## config.mk

```make
export PLATFORM = sky130hd
export DESIGN_NAME = prim_edge_event
export DESIGN_NICKNAME = d
export VERILOG_FILES = /design/src/rtl/prim_edge_event_pkg.sv /design/src/rtl/prim_edge_event_sat_cnt.sv /design/src/rtl/prim_edge_event.sv
export SDC_FILE = /design/constraint.sdc
export NUM_CORES = 1
export LEC_CHECK = 0
export CORE_ASPECT_RATIO = 0.9
export CORE_UTILIZATION = 38
export DETAILED_ROUTE_END_ITERATION = 7
export PLACE_DENSITY = 0.71
export SYNTH_ARGS = -nofsm -noshare
export SYNTH_HDL_FRONTEND = slang
export SYNTH_SLANG_ARGS = --single-unit
```

## constraint.sdc

```tcl
create_clock -name clk_i -period 1.6 [get_ports clk_i]
set_input_delay 0.24 -clock clk_i [delete_from_list [all_inputs] [get_ports clk_i]]
set_output_delay 0.24 -clock clk_i [all_outputs]
set_load 0.01 [all_outputs]
```

## src/rtl/prim_edge_event_pkg.sv

```systemverilog
// Shared types for the edge/long-hold event generator.
// Latency: n/a (declarations only).
// Backpressure: none; the block has no flow control.
package prim_edge_event_pkg;

  // Long-hold tracking states.
  typedef enum logic [1:0] {
    IDLE   = 2'd0,
    TIMING = 2'd1,
    HELD   = 2'd2
  } hold_state_e;

  // Bit positions inside the sticky status vector.
  localparam int unsigned STATUS_RISE = 0;
  localparam int unsigned STATUS_FALL = 1;
  localparam int unsigned STATUS_HOLD = 2;
  localparam int unsigned STATUS_W    = 3;

endpackage

```

## src/rtl/prim_edge_event_sat_cnt.sv

```systemverilog
// Saturating up-counter with clear taking priority over increment.
// Latency: count visible the cycle after the increment request is sampled.
// Backpressure: none; increments beyond all-ones are dropped (saturation).
module prim_edge_event_sat_cnt
  import prim_edge_event_pkg::*;
#(
  parameter int unsigned Width = 8
) (
  input  logic             clk_i,
  input  logic             rst_i,
  input  logic             clr_i,
  input  logic             inc_i,
  output logic [Width-1:0] cnt_o
);

  logic [Width-1:0] cnt_q, cnt_d;

  // Next count: clear wins, otherwise step up unless already at all-ones.
  always_comb begin
    cnt_d = cnt_q;
    if (clr_i) begin
      cnt_d = '0;
    end else if (inc_i && (cnt_q != {Width{1'b1}})) begin
      cnt_d = cnt_q + Width'(1);
    end
  end

  // Count register.
  always_ff @(posedge clk_i) begin
    if (rst_i) begin
      cnt_q <= '0;
    end else begin
      cnt_q <= cnt_d;
    end
  end

  assign cnt_o = cnt_q;

endmodule

```

## src/rtl/prim_edge_event.sv

```systemverilog
// Edge / long-hold event generator for filtered slow inputs; hold logic under PRIM_EDGE_EVENT_HOLD_EN.
// Latency: rise/fall pulse 1 cycle after the edge sample, hold pulse HoldCycles-1 cycles after rise.
// Backpressure: none; pulses are single-cycle, status is sticky until cleared.
module prim_edge_event
  import prim_edge_event_pkg::*;
#(
  parameter int unsigned HoldCycles = 16,
  parameter int unsigned CntWidth   = 8
) (
  input  logic                clk_i,
  input  logic                rst_i,
  input  logic                enable_i,
  input  logic                level_i,
  input  logic                cnt_clr_i,
  input  logic [STATUS_W-1:0] status_clr_i,
  output logic                rise_o,
  output logic                fall_o,
  output logic                hold_o,
  output logic [CntWidth-1:0] edge_cnt_o,
  output logic [STATUS_W-1:0] status_o
);

  logic level_q;
  // Low for the first cycle after reset so the level present at release
  // becomes the baseline instead of being reported as an edge.
  logic armed_q;
  logic rise_d, fall_d, hold_d;
  logic rise_q, fall_q, hold_q;
  logic [STATUS_W-1:0] pulses;
  logic [STATUS_W-1:0] status_q, status_d;

  // Level history tracks the input regardless of enable.
  always_ff @(posedge clk_i) begin
    if (rst_i) begin
      level_q <= 1'b0;
      armed_q <= 1'b0;
    end else begin
      level_q <= level_i;
      armed_q <= 1'b1;
    end
  end

  assign rise_d = armed_q & enable_i &  level_i & ~level_q;
  assign fall_d = armed_q & enable_i & ~level_i &  level_q;

`ifdef PRIM_EDGE_EVENT_HOLD_EN
  localparam int unsigned TimerW = (HoldCycles > 2) ? $clog2(HoldCycles) : 1;
  localparam logic [TimerW-1:0] TimerLast = TimerW'(HoldCycles - 1);

  hold_state_e       state_q, state_d;
  logic [TimerW-1:0] timer_q, timer_d;

  // Hold FSM next state: count consecutive enabled high samples after a rise.
  always_comb begin
    state_d = state_q;
    timer_d = timer_q;
    hold_d  = 1'b0;
    if (!enable_i) begin
      state_d = IDLE;
      timer_d = '0;
    end else begin
      case (state_q)
        IDLE: begin
          if (rise_d) begin
            state_d = TIMING;
            timer_d = TimerW'(1);
          end
        end
        TIMING: begin
          if (!level_i) begin
            state_d = IDLE;
            timer_d = '0;
          end else if (timer_q == TimerLast) begin
            hold_d  = 1'b1;
            state_d = HELD;
          end else begin
            timer_d = timer_q + TimerW'(1);
          end
        end
        HELD: begin
          // Only a fresh rise (via IDLE) can re-arm the hold.
          if (!level_i) begin
            state_d = IDLE;
            timer_d = '0;
          end
        end
        default: begin
          state_d = IDLE;
          timer_d = '0;
        end
      endcase
    end
  end

  // Hold FSM state and timer registers.
  always_ff @(posedge clk_i) begin
    if (rst_i) begin
      state_q <= IDLE;
      timer_q <= '0;
    end else begin
      state_q <= state_d;
      timer_q <= timer_d;
    end
  end
`else
  // Hold detection absent: the hold length parameter has no effect.
  logic unused_hold_cfg;
  assign unused_hold_cfg = ^HoldCycles;
  assign hold_d = 1'b0;
`endif

  // Register the detect terms into single-cycle pulses.
  always_ff @(posedge clk_i) begin
    if (rst_i) begin
      rise_q <= 1'b0;
      fall_q <= 1'b0;
      hold_q <= 1'b0;
    end else begin
      rise_q <= rise_d;
      fall_q <= fall_d;
      hold_q <= hold_d;
    end
  end

  // Gather the currently visible pulses into status bit order.
  always_comb begin
    pulses              = '0;
    pulses[STATUS_RISE] = rise_q;
    pulses[STATUS_FALL] = fall_q;
    pulses[STATUS_HOLD] = hold_q;
  end

  // Sticky status: a coincident set beats the clear so no event is lost.
  always_comb begin
    status_d = (status_q & ~status_clr_i) | pulses;
  end

  // Status register.
  always_ff @(posedge clk_i) begin
    if (rst_i) begin
      status_q <= '0;
    end else begin
      status_q <= status_d;
    end
  end

  prim_edge_event_sat_cnt #(
    .Width (CntWidth)
  ) u_edge_cnt (
    .clk_i (clk_i),
    .rst_i (rst_i),
    .clr_i (cnt_clr_i),
    .inc_i (rise_d | fall_d),
    .cnt_o (edge_cnt_o)
  );

  assign rise_o   = rise_q;
  assign fall_o   = fall_q;
  assign hold_o   = hold_q;
  assign status_o = status_q;

endmodule

```

==> run metrics <==
worst-path fanout max=8; Clk network pwr share=0.325; CTS H-tree depth=1; Top Layer Used=met4; largest net degree at the start of global routing=9; DP Wirelength=between 900 and 1000 um; Sw Ratio=0.221; CTS tree=done; register area share after synthesis=0.486; DRC Markers=0; drt first pass iters=4; final layout net count=107; Root Driver=clkbuf_4; port buffer count=20; Synth Flop Type=dfxtp_1; Final GP Congestion=0.757; slowest CP cell=or4_4; reg-to-reg startpoint=u_edge_cnt.cnt_o[1]; Hold-fix buffers, CTS=0; hold_ws=approximately 470 ps; endpoints failing hold=0; fillcell total=133; Mapped Cells=67; ANT nets after route=0; Worst R2R Setup Slack=-30 ps; #FFs+latches synth=15; RSZ-0062 raised after global routing=yes; Placed Cells=115; average wire per standard cell=between 10 and 15 um; area share of the largest cell type after synthesis=0.486; CTS Buffer Depth=2; Final Cell Area=951 sq um; Clock Skew=5.39 ps; full die area=1790 sq um; worst path cell trace=ha_4 -> and3_4 -> a211o_4 -> or4_4 -> a21oi_2; area delta synth->final=53.8%; synth top area cells=dfxtp_1 49%, a21oi_1 4.9%, nor2_1 3.6%; Final min period=roughly 1600 ps; Post-Route WL=1290 um; Overall Global Routing Usage=0.165; share of layout cells above drive strength 1=0.206; starting density of the core=0.418; Mapped Area=618 sq um; startpoint types=register; Power Total=0.656 mW; Die H=~40 um; met3 wire length=slightly above 90 um; Worst Path Arrival=1860 ps; Ports=22; number of synthesis warnings=0; TritonCTS buffer count=3; ANT cells=0; Post-CTS Setup Inserts=0; total global routing overflow=0; WS Path Type=reg2reg; Vias per Instance=4.95; chip width=44.5 um; count leader, synth=dfxtp_1; failing checks=setup timing; global-route wire length before repair=1990 um; worst hold start=level_q; fin cells=between 100 and 150; Clock Latency Late Sink=280 ps; Finish-stage setup viols=1; initial antenna violation count=0; final worst-path cycle share=1.02; most common library cells after synthesis=15 x dfxtp_1, 6 x a21oi_1, 6 x nor2_1; Top delay family on crit path=simple AND/OR/NAND/NOR gates; Flop pwr share=0.579; clock transition at the registers of the reported paths=90 ps; Comb power frac=0.096; number of global-route vias before repair=~510; VDD IR max=0.000361 V; Post-Route Setup TNS=-32.3 ps; wire length on met2=~570 um; Worst Path Buf+Inv=0; worst min path class=reg2reg; P_leak=0.362 nW; Fmax achieved=613 MHz; Starting DRT DRC Count=4; status=finished, violations left; clk sinks=15; EDFF count, synth=0; worst setup margin=-32.3 ps; distinct cell type count after synthesis=30; ys async rst share=0; post-placement cell area=908 sq um; top cell type by total area after synthesis=dfxtp_1; core area=1480 sq um; Max Slew Vio Count=0; met1 wire length=599 um; Critical Path RT=roughly 1800 ps; Syn Nets=76; Max-Cap Viols=0; Psw=0.145 mW; Critical path origin=u_edge_cnt.cnt_o[1]; vias post-DR=589; worst stage delay on the critical path=between 400 and 500 ps; Int Pwr=0.511 mW; CP endpoint kind=register; # rows=13; power density over cell area=690 nW/um^2; syn avg cell area=9.23 sq um
[power groups by stage]
stage | clock [mW] | sequential (mW) | combinational, mW
floorplan | 0 | 0.390 | 0.0244
global placement | 0 | 0.389 | 0.0594
detailed placement | 0 | 0.389 | 0.0599
CTS | 0.220 | 0.380 | 0.0605
global route | 0.242 | 0.381 | 0.0686
finish | 0.213 | 0.380 | 0.0628
[timing repair]
action | 4_1_cts | 5_1_grt
pin swaps | 0 | 2
resized for setup | 0 | 4
setup endpoints to repair | 1 | 4
[registers in the layout, summed over array words and instances, names as in the netlist]
register / cells
status_o: 3
fall_o: 1
armed_q: 1
level_q: 1
rise_o: 1
u_edge_cnt.cnt_o: 8
[layout make-up]
class / instances / area [sq um] / area share
well taps: 22 / 27.5 / 0.0289
multi-input cells: 45 / 309 / 0.325
inverters: 4 / 15.0 / 0.0158
repair buffers: 29 / 268 / 0.282
flip-flops and latches: 15 / 305 / 0.321
clock buffers: 4 / 26.3 / 0.0276
[layer usage]
metal	vias to the layer above	global-route usage
met5	-	0
met4	0	0.114
met3	5	0.0450
met2	21	0.294
met1	270	0.174
li1	293	-
[worst paths after layout]
path	endpoint	cells past startpoint
setup / recovery	u_edge_cnt.cnt_o[5]	5
hold / removal	rise_o	1
setup reg to reg	u_edge_cnt.cnt_o[5]	5
hold reg to reg	rise_o	1
[placed cells by master, fill, tap and decap left out, types with 2 or more instances in the layout]
| master | count |
|---|---|
| clkbuf_4 | 3 |
| nor2_1 | 6 |
| clkdlybuf4s50_1 | 20 |
| buf_4 | 9 |
| nor4b_1 | 2 |
| o21ai_0 | 2 |
| dfxtp_1 | 13 |
| or3_1 | 3 |
| a21oi_1 | 5 |
| nor3b_1 | 2 |
| inv_1 | 4 |
| nand2_1 | 3 |
| nand3_1 | 3 |
[logic make-up (layout without fill, tap and decap cells)]
family / count (synthesis) / in the layout / synth area share
buffers and inverters: 7 / 37 / 0.0607
multiplexers: 1 / 1 / 0.0162
flip-flops: 15 / 15 / 0.486
adder cells (fa/ha/maj): 1 / 1 / 0.0202
other: 1 / 1 / 0.00607
XOR/XNOR: 2 / 2 / 0.0283
AO/OA/AOI/OAI: 12 / 12 / 0.115
AND/OR/NAND/NOR: 28 / 28 / 0.267
[metrics by stage]
stage          setup WS, ps  utilization
2_1_floorplan         -24.3            -
3_3_place_gp           -145        0.614
3_5_place_dp           -199        0.614
4_1_cts               -33.3        0.631
5_1_grt               -79.7        0.642
6_report              -32.3        0.642
Note: power is estimated with default switching activity, not from simulation.
